==> src/rtl/pc_seq_unit.sv <==
// Program-counter sequencer with operand-stack branch targets and a return-address stack.
// Latency: NOP/RET 1 cycle, branches 3+ cycles (waits in WAIT until opd_valid); ready low while busy or halted.
module pc_seq_unit #(
    parameter int INST_CAP  = 20,
    parameter int DATA_LEN  = 8,
    parameter int RAS_DEPTH = 4,
    parameter int WRAP      = 0,
    localparam int PC_W     = (INST_CAP > 1) ? $clog2(INST_CAP) : 1
) (
    input  logic                clk,
    input  logic                rstn,
    input  logic                en,
    input  logic [3:0]          op,
    input  logic                z_flag,
    input  logic                s_flag,
    output logic                opd_pop,
    input  logic                opd_valid,
    input  logic [DATA_LEN-1:0] opd_data,
    output logic [PC_W-1:0]     pc,
    output logic                ready,
    output logic                halted,
    output logic                addr_err,
    output logic                ras_ovf,
    output logic                ras_unf
);
    localparam int RP_W = $clog2(RAS_DEPTH + 1);
    localparam int TW   = PC_W + DATA_LEN + 1;
    localparam logic [PC_W-1:0] PC_LAST = PC_W'(INST_CAP - 1);

    localparam logic [3:0] OP_NOP  = 4'd0;
    localparam logic [3:0] OP_JMP  = 4'd1;
    localparam logic [3:0] OP_JZ   = 4'd2;
    localparam logic [3:0] OP_JS   = 4'd3;
    localparam logic [3:0] OP_JNZ  = 4'd4;
    localparam logic [3:0] OP_CALL = 4'd5;
    localparam logic [3:0] OP_RET  = 4'd6;
    localparam logic [3:0] OP_JREL = 4'd7;

    typedef enum logic [1:0] {IDLE, POP, WAIT, HALT} state_t;
    state_t state, state_nx;

    logic [3:0]      op_q;
    logic [RP_W-1:0] ras_ptr;
    logic [PC_W-1:0] ras_mem [2**RP_W];
    logic [PC_W-1:0] next_seq, ras_top, pc_nx;
    logic [TW-1:0]   tgt;
    logic            tgt_ok, taken, ras_full, ras_empty;
    logic            push, pop_ras, set_ovf, set_unf, aerr_nx;

    always_comb begin
        if (pc < PC_LAST)
            next_seq = pc + PC_W'(1);
        else
            next_seq = (WRAP != 0) ? '0 : PC_LAST;
    end

    // Relative targets are formed wide enough that a negative result shows up in the MSB.
    always_comb begin
        if (op_q == OP_JREL)
            tgt = TW'(pc) + {{(PC_W+1){opd_data[DATA_LEN-1]}}, opd_data};
        else
            tgt = TW'(opd_data);
    end

    assign tgt_ok    = !tgt[TW-1] && (tgt < TW'(INST_CAP));
    assign ras_top   = ras_mem[ras_ptr - RP_W'(1)];
    assign ras_full  = (ras_ptr == RP_W'(RAS_DEPTH));
    assign ras_empty = (ras_ptr == '0);

    always_comb begin
        case (op_q)
            OP_JZ:   taken = z_flag;
            OP_JNZ:  taken = !z_flag;
            OP_JS:   taken = s_flag;
            default: taken = 1'b1;
        endcase
    end

    always_ff @(posedge clk or negedge rstn) begin
        if (!rstn) state <= IDLE;
        else       state <= state_nx;
    end

    always_comb begin
        state_nx = state;
        pc_nx    = pc;
        push     = 1'b0;
        pop_ras  = 1'b0;
        set_ovf  = 1'b0;
        set_unf  = 1'b0;
        aerr_nx  = 1'b0;
        case (state)
            IDLE: begin
                if (en) begin
                    if (op[3]) begin
                        state_nx = HALT;
                    end else if (op == OP_NOP) begin
                        pc_nx = next_seq;
                    end else if (op == OP_RET) begin
                        if (!ras_empty) begin
                            pc_nx   = ras_top;
                            pop_ras = 1'b1;
                        end else begin
                            pc_nx   = next_seq;
                            set_unf = 1'b1;
                        end
                    end else begin
                        state_nx = POP;
                    end
                end
            end
            POP:  state_nx = WAIT;
            WAIT: begin
                if (opd_valid) begin
                    state_nx = IDLE;
                    if (!taken) begin
                        pc_nx = next_seq;
                    end else if (op_q == OP_CALL && ras_full) begin
                        set_ovf = 1'b1;
                        pc_nx   = next_seq;
                    end else if (!tgt_ok) begin
                        aerr_nx = 1'b1;
                    end else begin
                        pc_nx = tgt[PC_W-1:0];
                        push  = (op_q == OP_CALL);
                    end
                end
            end
            HALT:    state_nx = HALT;
            default: state_nx = IDLE;
        endcase
    end

    assign opd_pop = (state == POP);
    assign ready   = (state == IDLE);
    assign halted  = (state == HALT);

    always_ff @(posedge clk or negedge rstn) begin
        if (!rstn) begin
            pc       <= '0;
            op_q     <= '0;
            ras_ptr  <= '0;
            addr_err <= 1'b0;
            ras_ovf  <= 1'b0;
            ras_unf  <= 1'b0;
        end else begin
            pc       <= pc_nx;
            addr_err <= aerr_nx;
            if (state == IDLE && en) op_q <= op;
            if (set_ovf) ras_ovf <= 1'b1;
            if (set_unf) ras_unf <= 1'b1;
            if (push)
                ras_ptr <= ras_ptr + RP_W'(1);
            else if (pop_ras)
                ras_ptr <= ras_ptr - RP_W'(1);
        end
    end

    // Return address is the caller's sequential successor, written at the current top.
    always_ff @(posedge clk) begin
        if (push) ras_mem[ras_ptr] <= next_seq;
    end
endmodule
==> config.mk <==
export PLATFORM = sky130hd
export DESIGN_NAME = pc_seq_unit
export DESIGN_NICKNAME = d
export VERILOG_FILES = /design/src/rtl/pc_seq_unit.sv
export SDC_FILE = /design/constraint.sdc
export NUM_CORES = 1
export LEC_CHECK = 0
export ABC_AREA = 1
export BUFFER_PORTS_ARGS = -buffer_cell sky130_fd_sc_hd__buf_2
export CAP_MARGIN = 5
export CORE_AREA = 4 4 87 89
export DETAILED_ROUTE_END_ITERATION = 10
export DIE_AREA = 0 0 91 93
export GPL_TIMING_DRIVEN = 1
export HOLD_SLACK_MARGIN = 0.12
export PLACE_DENSITY = 0.67
export SLEW_MARGIN = 25
export SYNTH_ARGS = -nofsm -noshare
export SYNTH_HDL_FRONTEND = slang
export SYNTH_SLANG_ARGS = --single-unit
export TNS_END_PERCENT = 10
==> constraint.sdc <==
create_clock -name clk -period 3.2 [get_ports clk]
set_input_delay 0.96 -clock clk [delete_from_list [all_inputs] [get_ports clk]]
set_output_delay 0.96 -clock clk [all_outputs]
set_load 0.03 [all_outputs]
==> results.yml, run 1 <==
status:
  outcome: "complete, no violations"
cells_and_area:
  nNetsFinal: 459
  n_antenna_cell: 0
  syn_to_final_growth_pct: 13.9
  final_layout_size_suffix_gt1_share_pct: 19.7
  final_util_pct: 56.3
cts:
  cts_resized: 0
  clock-sinks: 57
  clockBufferDepth: 2
  insertion_delay_ns: 0.34
  postCtsHoldBufs: 0
  cts_setup_buffers: 0
  htreeDepth: 3
  path_clk_slew_ns: 0.07
  cts_buffers: 9
  clockRootBuffer: "clkbuf_8"
  cts_tree: "built"
flow_run:
  max_cap_viol_count: 0
floorplan:
  num_rows: 30
  die-area_um2: 8460
  initial_core_util_pct: 49.4
  die_width_um: 91
  ios: 29
  die_h_um: 93
  core_region_area_um2: 6760
routing:
  drt_iter0_markers: 322
  route.met3.wl_um: 577
  wire_per_inst_um: 15.2
  top_layer: "met4"
  drc: 0
  drt-met1-wl_um: 3700
  vias: 2829
  viasPerCell: 5.53
  antenna_left: 0
  wl_um: 7800
  firstDrtPassIters: 5
  wl_met2_um: 3500
synth:
  syn-num-nets: 415
  avgSynthCellArea_um2: 8.72
  synth_cell_types: 40
  syn_inst: 383
  synth_warnings: 0
  ys_seq_area_share_pct: 48.7
  netlist_area_um2: 3340
  synth_seq_cells: 57
hold_path:
  min_path_type: "reg2reg"
  min-delay-start: "ras_unf"
timing:
  clock_skew_ns: 0.0141
  rsz0062_at_grt: "no"
  worst_slew_pin_slew_ns: 0.648
  whs_ns: 0.473
  fin_setup_tns_ns: 0
  finalCritPeriodShare_pct: 89.4
  drv_slew: 0
  fmax_mhz: 349
  setup_violations: 0
  setup_slack_ns: 0.338
  hold_violations: 0
  relSlewSlack_pct: 56.4
  fin_crit_ns: 2.86
power:
  power_density_nw_per_um2: 789
  ir_drop_v: 0.000494
  p_leak_uw: 0.00169
  finalPower_uw: 3000
worst_setup_path:
  r2r_setup_slack_ns: 0.61
  critPathLaunchType: "input pin"
  cp.required_ns: 3.25
  critPathArrivalTime_ns: 2.91
  crit_type: "in2reg"
  crit_start: "opd_data[0]"
  regToRegStartpoint: "pc[0]"
  critPathMaxFanout: 5
  cp-end-kind: "register"
global_route:
  antenna_found_initial: 0
  grt_max_degree: 25
  first_global_vias: 2546
  grt_pass1_wl_um: 12500
  groute.usage.overall_pct: 18.9
  gr-total-overflow: 0
placed_design:
  hpwl_um: 5690
  io_buffers: 28
  gp_congestion: 0.880
  dp_slack_ns: 0.0398
## Yosys cell counts
cell type / count / area share, %
nand2_1: 81 / 9.1
nor2_1: 51 / 5.7
edfxtp_1: 40 / 36
inv_1: 36 / 4.0
o21ai_0: 34 / 5.1
nand3_1: 32 / 4.8
dfrtp_1: 17 / 13
ha_1: 13 / 4.9
a21oi_1: 10 / 1.5
o211ai_1: 7 / 1.6
nand2_2: 5 / 0.94
nand3_2: 5 / 1.5
o22ai_1: 5 / 0.94
inv_2: 4 / 0.45
nand4_1: 4 / 0.75
o221ai_1: 4 / 1.0
buf_2: 3 / 0.45
clkbuf_1: 3 / 0.34
nand2_4: 3 / 1.0
nand3b_1: 2 / 0.45
nor2_2: 2 / 0.37
nor4_1: 2 / 0.37
o21ai_2: 2 / 0.52
or2_2: 2 / 0.37
a21oi_4: 1 / 0.49
a31o_2: 1 / 0.26
a31oi_1: 1 / 0.19
buf_6: 1 / 0.34
clkinv_1: 1 / 0.11
fa_1: 1 / 0.60
nand4_2: 1 / 0.37
nor2_4: 1 / 0.34
nor3_2: 1 / 0.30
nor3_4: 1 / 0.49
nor3b_1: 1 / 0.22
o21ai_1: 1 / 0.15
o21bai_1: 1 / 0.22
or2_1: 1 / 0.19
xnor2_1: 1 / 0.26
xnor2_2: 1 / 0.49
## worst max-delay path, stage by stage
cell and delay [ns]:
buf_2 0.11, ha_1 0.23, fa_1 0.42, nand3_1 0.12, nand2_1 0.08, nand2_1 0.08, nand3_2 0.06, nand2_2 0.08
inv_2 0.05, a21oi_4 0.17, nand2_4 0.06, inv_2 0.07, nand3_2 0.13, nor2_1 0.13, buf_4 0.15
## final timing paths
check / end / cells past startpoint
max in group asynchronous: pc[2] / 1
worst max-delay path: ras_mem[7][0] / 15
min in group asynchronous: ras_ptr[0] / 1
worst min-delay path: ras_unf / 1
worst max register to register: ras_mem[7][0] / 14
worst min register to register: ras_unf / 1
## cell usage in the layout (no fill, tap or decap), types with 2 or more instances in the layout
| cell type | synthesis | layout |
|---|---|---|
| clkinv_1 | 1 | 2 |
| a21oi_1 | 10 | 10 |
| or2_2 | 2 | 2 |
| o211ai_1 | 7 | 7 |
| nor2_2 | 2 | 2 |
| edfxtp_1 | 40 | 40 |
| dfrtp_1 | 17 | 17 |
| nand2_1 | 81 | 81 |
| clkinv_2 | 0 | 2 |
| clkinvlp_4 | 0 | 2 |
| nand3b_1 | 2 | 2 |
| o22ai_1 | 5 | 5 |
| o21ai_0 | 34 | 34 |
| inv_1 | 36 | 36 |
| clkbuf_8 | 0 | 9 |
| nand4_1 | 4 | 4 |
| nor4_1 | 2 | 2 |
| inv_2 | 4 | 4 |
| ha_1 | 13 | 13 |
| o221ai_1 | 4 | 4 |
| nand3_2 | 5 | 5 |
| nand2_4 | 3 | 3 |
| o21ai_2 | 2 | 2 |
| nand2_2 | 5 | 5 |
| nand3_1 | 32 | 32 |
| nor2_1 | 51 | 51 |
| buf_2 | 3 | 28 |
| buf_4 | 0 | 12 |
## cells by family (layout without fill, tap and decap cells)
logic type	Yosys count	in the layout	synth area share, %
compound gates	67	67	12.0
flops	57	57	48.7
buf+inv	48	97	5.73
simple gates	195	195	27.3
xor+xnor	2	2	0.750
fa+ha+maj	14	14	5.47
## layer usage
| layer | vias up | GRT usage, % |
|---|---|---|
| met3 | 4 | 4.83 |
| met2 | 120 | 28.7 |
| met5 | - | 0 |
| met4 | 0 | 5.03 |
| met1 | 1307 | 27.0 |
| li1 | 1398 | - |
## flip-flops by register name, indices dropped and copies added (netlist names)
register  flops
op_q          4
ras_ovf       1
ras_ptr       3
addr_err      1
pc            5
ras_mem      40
state         2
ras_unf       1
## stage by stage
stage | std cells | instance area (um^2)
after floorplan | 383 | 3340
after global placement | 496 | 3630
after detailed placement | 496 | 3630
after CTS | 512 | 3800
after global routing | 512 | 3800
final | 512 | 3800
## power by group
part / leakage [uW] / switching, uW / internal [uW] / total [uW]
sequential: 0.000577 / 108 / 969 / 1080
combinational: 0.00103 / 925 / 420 / 1340
clock: 0.0000830 / 299 / 278 / 578
total: 0.00169 / 1330 / 1670 / 3000
## area by class of cell
cell class              instances  area, um^2
repair buffers                 40         230
inverters                      41         154
clock buffers                   9         124
fillers                       610        2960
flip-flops and latches         57        1630
multi-input cells             278        1520
clock inverters                 7        46.3
well taps                      80         100
Power figures use the tool's default switching activity.
==> inputs of run 2 (changes only) <==
--- a/config.mk
+++ b/config.mk
@@ -14,6 +14,7 @@
 export GPL_TIMING_DRIVEN = 1
 export HOLD_SLACK_MARGIN = 0.12
 export PLACE_DENSITY = 0.67
+export REMOVE_ABC_BUFFERS = 1
 export SLEW_MARGIN = 25
 export SYNTH_ARGS = -nofsm -noshare
 export SYNTH_HDL_FRONTEND = slang
==> run 2 against run 1 <==
- via count is 2.7% lower
- sequential cell count stayed put
- sequential share of layout area is 0.071 points higher
- maximum frequency is 0.77% higher
- largest power group unchanged
- cell count is 0.20% lower
==> results.yml, run 2 (same netlist as run 1, synthesis figures left out) <==
cts:
  cts_buffers: 9
  clockRootBuffer: "clkbuf_8"
  htreeDepth: 3
  clockBufferDepth: 2
  cts_setup_buffers: 0
  cts_resized: 0
  cts_tree: "built"
  clock-sinks: 57
  postCtsHoldBufs: 0
  path_clk_slew_ns: 0.07
  insertion_delay_ns: 0.34
routing:
  wire_per_inst_um: 14.6
  wl_um: 7480
  viasPerCell: 5.39
  antenna_left: 0
  firstDrtPassIters: 4
  vias: 2753
  drt_iter0_markers: 201
  drc: 0
power:
  p_leak_uw: 0.00167
  ir_drop_v: 0.000547
  power_density_nw_per_um2: 784
flow_run:
  max_cap_viol_count: 0
floorplan:
  num_rows: 30
  die_width_um: 91
  die_h_um: 93
  initial_core_util_pct: 49.4
  die-area_um2: 8460
  core_region_area_um2: 6760
  ios: 29
cells_and_area:
  syn_to_final_growth_pct: 13.7
  reg_top3: "ras_mem: 40 flops, pc: 5 flops, op_q: 4 flops"
  final_area_um2: 3790
  regMostFlops: "ras_mem"
  final_util_pct: 56.2
  layout_common_cells: "nand2_1 (81), nor2_1 (51), edfxtp_1 (40)"
  largest_register_ffs: 40
  nNetsFinal: 458
  stdcell_count: 511
  final_common_cell: "nand2_1"
  final_layout_size_suffix_gt1_share_pct: 19.5
  n_antenna_cell: 0
  fill_cells: 620
placed_design:
  place_area_um2: 3620
  gp_congestion: 0.865
  hpwl_um: 5720
  io_buffers: 28
  place_inst: 495
timing:
  setup_violations: 0
  worst_slew_pin_slew_ns: 0.649
  finalCritPeriodShare_pct: 88.8
  fmax_mhz: 352
  rsz0062_at_grt: "no"
  drv_slew: 0
  clock_skew_ns: 0.00808
  relSlewSlack_pct: 56.3
  fin_crit_ns: 2.84
  fin_setup_tns_ns: 0
  hold_violations: 0
  whs_ns: 0.475
worst_setup_path:
  cp.required_ns: 3.25
  critPathMaxFanout: 5
  ff2ff_path_depth: 14
  crit_chain: "buf_2, ha_1, fa_1, nand3_1, nand2_1, nand2_1, nand3_2, nand2_2, inv_2, a21oi_4, nand2_4, inv_2, nand3_2, nor2_1, buf_4"
  cp-end-kind: "register"
  critPathLaunchType: "input pin"
  max_stage_delay_ns: 0.41
  critPathArrivalTime_ns: 2.89
  crit_type: "in2reg"
  cpMaxStageDelayCell: "fa_1"
status:
  outcome: "complete, no violations"
hold_path:
  min_path_cells: 1
  min_path_type: "reg2reg"
global_route:
  grt_max_degree: 24
  grt_pass1_wl_um: 12400
  antenna_found_initial: 0
  first_global_vias: 2591
  gr-total-overflow: 0
  groute.usage.overall_pct: 18.8
[run 2: changes by cell type in the layout (fill, tap and decap cells not counted), sizes merged]
cell      before  now
buf           40   39
clkinvlp       2    4
clkinv         5    4
inv           41   40
[run 2: power by group]
| part | total, uW | internal, uW | switching [uW] | leakage, uW |
|---|---|---|---|---|
| Combinational | 1330 | 417 | 913 | 0.00102 |
| Clock | 571 | 276 | 295 | 0.0000749 |
| Sequential | 1080 | 969 | 107 | 0.000577 |
[run 2: metrics by stage]
stage | worst slack [ns] | power, uW
global placement | 0.0681 | 2420
floorplan | 0.212 | 2040
finish | 0.360 | 2980
CTS | 0.368 | 3010
global route | 0.163 | 3220
detailed placement | 0.0176 | 2430
[run 2: worst max-delay path, delay by kind of cell]
| family | cells | cell delay [ns] |
|---|---|---|
| buf+inv | 4 | 0.40 |
| simple gates | 8 | 0.73 |
| compound gates | 1 | 0.17 |
| fa+ha+maj | 2 | 0.64 |
[run 2: path summary, 6_finish.rpt]
path | to | start | slack [ns]
min | ras_unf | ras_unf | 0.48
min reg2reg | ras_unf | ras_unf | 0.48
min in group asynchronous | state[1] | rstn | 0.55
max | ras_mem[3][3] | opd_data[0] | 0.36
max in group asynchronous | pc[3] | rstn | 2.34
max reg2reg | ras_mem[3][3] | pc[0] | 0.61
[run 2: area by class of cell]
class / count / area [um^2] / area share, %
timing repair buffer: 39 / 223 / 5.87
sequential: 57 / 1630 / 42.9
multi-input combinational: 278 / 1520 / 40.1
clock inverter: 7 / 47.5 / 1.25
clock buffer: 9 / 124 / 3.26
inverter: 41 / 154 / 4.06
tap: 80 / 100 / 2.64
[run 2: per-layer routing]
layer,GRT usage (%),wire length [um]
met5,0,0
met3,3.78,357
met1,25.9,3430
met4,7.41,91
met2,29.3,3600
==> inputs of run 3 (changes only) <==
--- a/config.mk
+++ b/config.mk
@@ -8,12 +8,14 @@
 export ABC_AREA = 1
 export BUFFER_PORTS_ARGS = -buffer_cell sky130_fd_sc_hd__buf_2
 export CAP_MARGIN = 5
-export CORE_AREA = 4 4 87 89
+export CELL_PAD_IN_SITES_DETAIL_PLACEMENT = 0
+export CELL_PAD_IN_SITES_GLOBAL_PLACEMENT = 1
+export CORE_AREA = 4 4 92 94
 export DETAILED_ROUTE_END_ITERATION = 10
-export DIE_AREA = 0 0 91 93
+export DIE_AREA = 0 0 96 98
 export GPL_TIMING_DRIVEN = 1
 export HOLD_SLACK_MARGIN = 0.12
-export PLACE_DENSITY = 0.67
+export PLACE_DENSITY = 0.76
 export REMOVE_ABC_BUFFERS = 1
 export SLEW_MARGIN = 25
 export SYNTH_ARGS = -nofsm -noshare
==> run 3 against run 2 <==
- highest routed layer unchanged
- non-clock buffer count is 1 higher
- maximum frequency down 0.26%
- core utilization decreased by 5.9 points
- via count decreased by 0.76%
- hold slack got worse by 0.0091 ns
- wire length grew 4.3%
==> results.yml, run 3 (same netlist as run 1, synthesis figures left out) <==
placed_design:
  io_buffers: 28
  place_area_um2: 3660
  hpwl_um: 5980
  gp_congestion: 0.905
timing:
  setup_violations: 0
  fin_crit_ns: 2.85
  finalCritPeriodShare_pct: 89.0
  drv_slew: 0
  relSlewSlack_pct: 48.8
  whs_ns: 0.466
  hold_violations: 0
  worst_slew_pin_slew_ns: 0.761
  fin_setup_tns_ns: 0
  rsz0062_at_grt: "no"
  fmax_mhz: 351
  clock_skew_ns: 0.00773
flow_run:
  max_cap_viol_count: 0
floorplan:
  ios: 29
  die-area_um2: 9410
  die_width_um: 96
  die_h_um: 98
  num_rows: 32
  initial_core_util_pct: 43.7
  core_region_area_um2: 7650
cells_and_area:
  regMostFlops: "ras_mem"
  n_antenna_cell: 0
  syn_to_final_growth_pct: 15.2
  largest_register_ffs: 40
  nNetsFinal: 459
  layout_common_cells: "nand2_1 (81), nor2_1 (51), edfxtp_1 (40)"
  reg_top3: "ras_mem: 40 flops, pc: 5 flops, op_q: 4 flops"
  final_util_pct: 50.3
  final_area_um2: 3840
  final_layout_size_suffix_gt1_share_pct: 19.4
  final_common_cell: "nand2_1"
cts:
  postCtsHoldBufs: 0
  cts_buffers: 9
  cts_setup_buffers: 0
  clockRootBuffer: "clkbuf_8"
  cts_tree: "built"
  cts_resized: 0
  clock-sinks: 57
  path_clk_slew_ns: 0.07
  insertion_delay_ns: 0.33
  clockBufferDepth: 2
  htreeDepth: 3
routing:
  wl_um: 7810
  vias: 2732
  drc: 0
  firstDrtPassIters: 5
  antenna_left: 0
  wire_per_inst_um: 14.6
  drt_iter0_markers: 149
  viasPerCell: 5.12
power:
  p_leak_uw: 0.00169
  swShare_pct: 42.9
  p_sw_uw: 1310
  p_clk_share_pct: 20.4
  internal_power_uw: 1750
  finalPower_uw: 3060
  ir_drop_v: 0.000448
  power_frac_seq_pct: 35.4
  p_comb_share_pct: 44.3
  power_density_nw_per_um2: 795
global_route:
  antenna_found_initial: 0
  gr-total-overflow: 0
  grt.busiest_layer: "met2"
  grt_max_degree: 24
  use_met3_pct: 3.16
  gr-usage-met1_pct: 24.9
  groute.usage.overall_pct: 17.7
  use_met2_pct: 27.3
  first_global_vias: 2616
  grt_pass1_wl_um: 12700
worst_setup_path:
  critPathArrivalTime_ns: 2.89
  cp-end-kind: "register"
  crit_type: "in2reg"
  critPathLaunchType: "input pin"
  critPathMaxFanout: 5
  cp.required_ns: 3.25
status:
  outcome: "complete, no violations"
hold_path:
  min_path_type: "reg2reg"
-- run 3: cell count changes in the layout (fill, tap and decap cells not counted), sizes merged --
cell      before  now
bufinv         0    1
buf           39   40
clkbuf         9   10
clkinvlp       4    2
-- run 3: final cells by class --
type                    count  area, um^2
well taps                 102         128
clock buffers              10         128
multi-input cells         278        1520
flip-flops and latches     57        1630
repair buffers             40         230
fillers                   739        3800
inverters                  41         154
clock inverters             6        58.8
-- run 3: critical path, cell delays in order --
cell     delay, ns
buf_2         0.11
ha_1          0.23
fa_1          0.41
nand3_1       0.13
nand2_1       0.08
nand2_1       0.08
nand3_2       0.06
nand2_2       0.08
inv_2         0.05
a21oi_4       0.16
nand2_4       0.08
inv_2         0.07
nand3_2       0.10
nor2_1        0.14
buf_4         0.16
-- run 3: final timing paths --
| kind | from | endpoint | slack (ns) | cells after the start |
|---|---|---|---|---|
| max | opd_data[0] | ras_mem[3][3] | 0.35 | 15 |
| min | ras_unf | ras_unf | 0.47 | 1 |
| max reg2reg | pc[0] | ras_mem[3][3] | 0.57 | 14 |
| min reg2reg | ras_unf | ras_unf | 0.47 | 1 |
| max in group asynchronous | rstn | pc[4] | 2.35 | 1 |
| min in group asynchronous | rstn | ras_unf | 0.55 | 1 |
-- run 3: power groups by stage --
stage	combinational (uW)	clock [uW]	sequential, uW
finish	1350	623	1080
global route	1520	674	1100
CTS	1370	636	1080
detailed placement	1360	0	1100
global placement	1370	0	1100
floorplan	896	0	1140
-- run 3: stage by stage --
stage,setup slack (ns),std cells
final,0.352,534
after global routing,0.185,534
after CTS,0.363,534
after detailed placement,0.0168,518
after global placement,0.0456,518
after floorplan,0.212,376
-- run 3: layer usage --
metal | part of all wire, % | vias to the layer above
met5 | 0 | -
met4 | 0.60 | 0
met3 | 3.8 | 4
met2 | 48 | 52
met1 | 47 | 1276
li1 | - | 1400
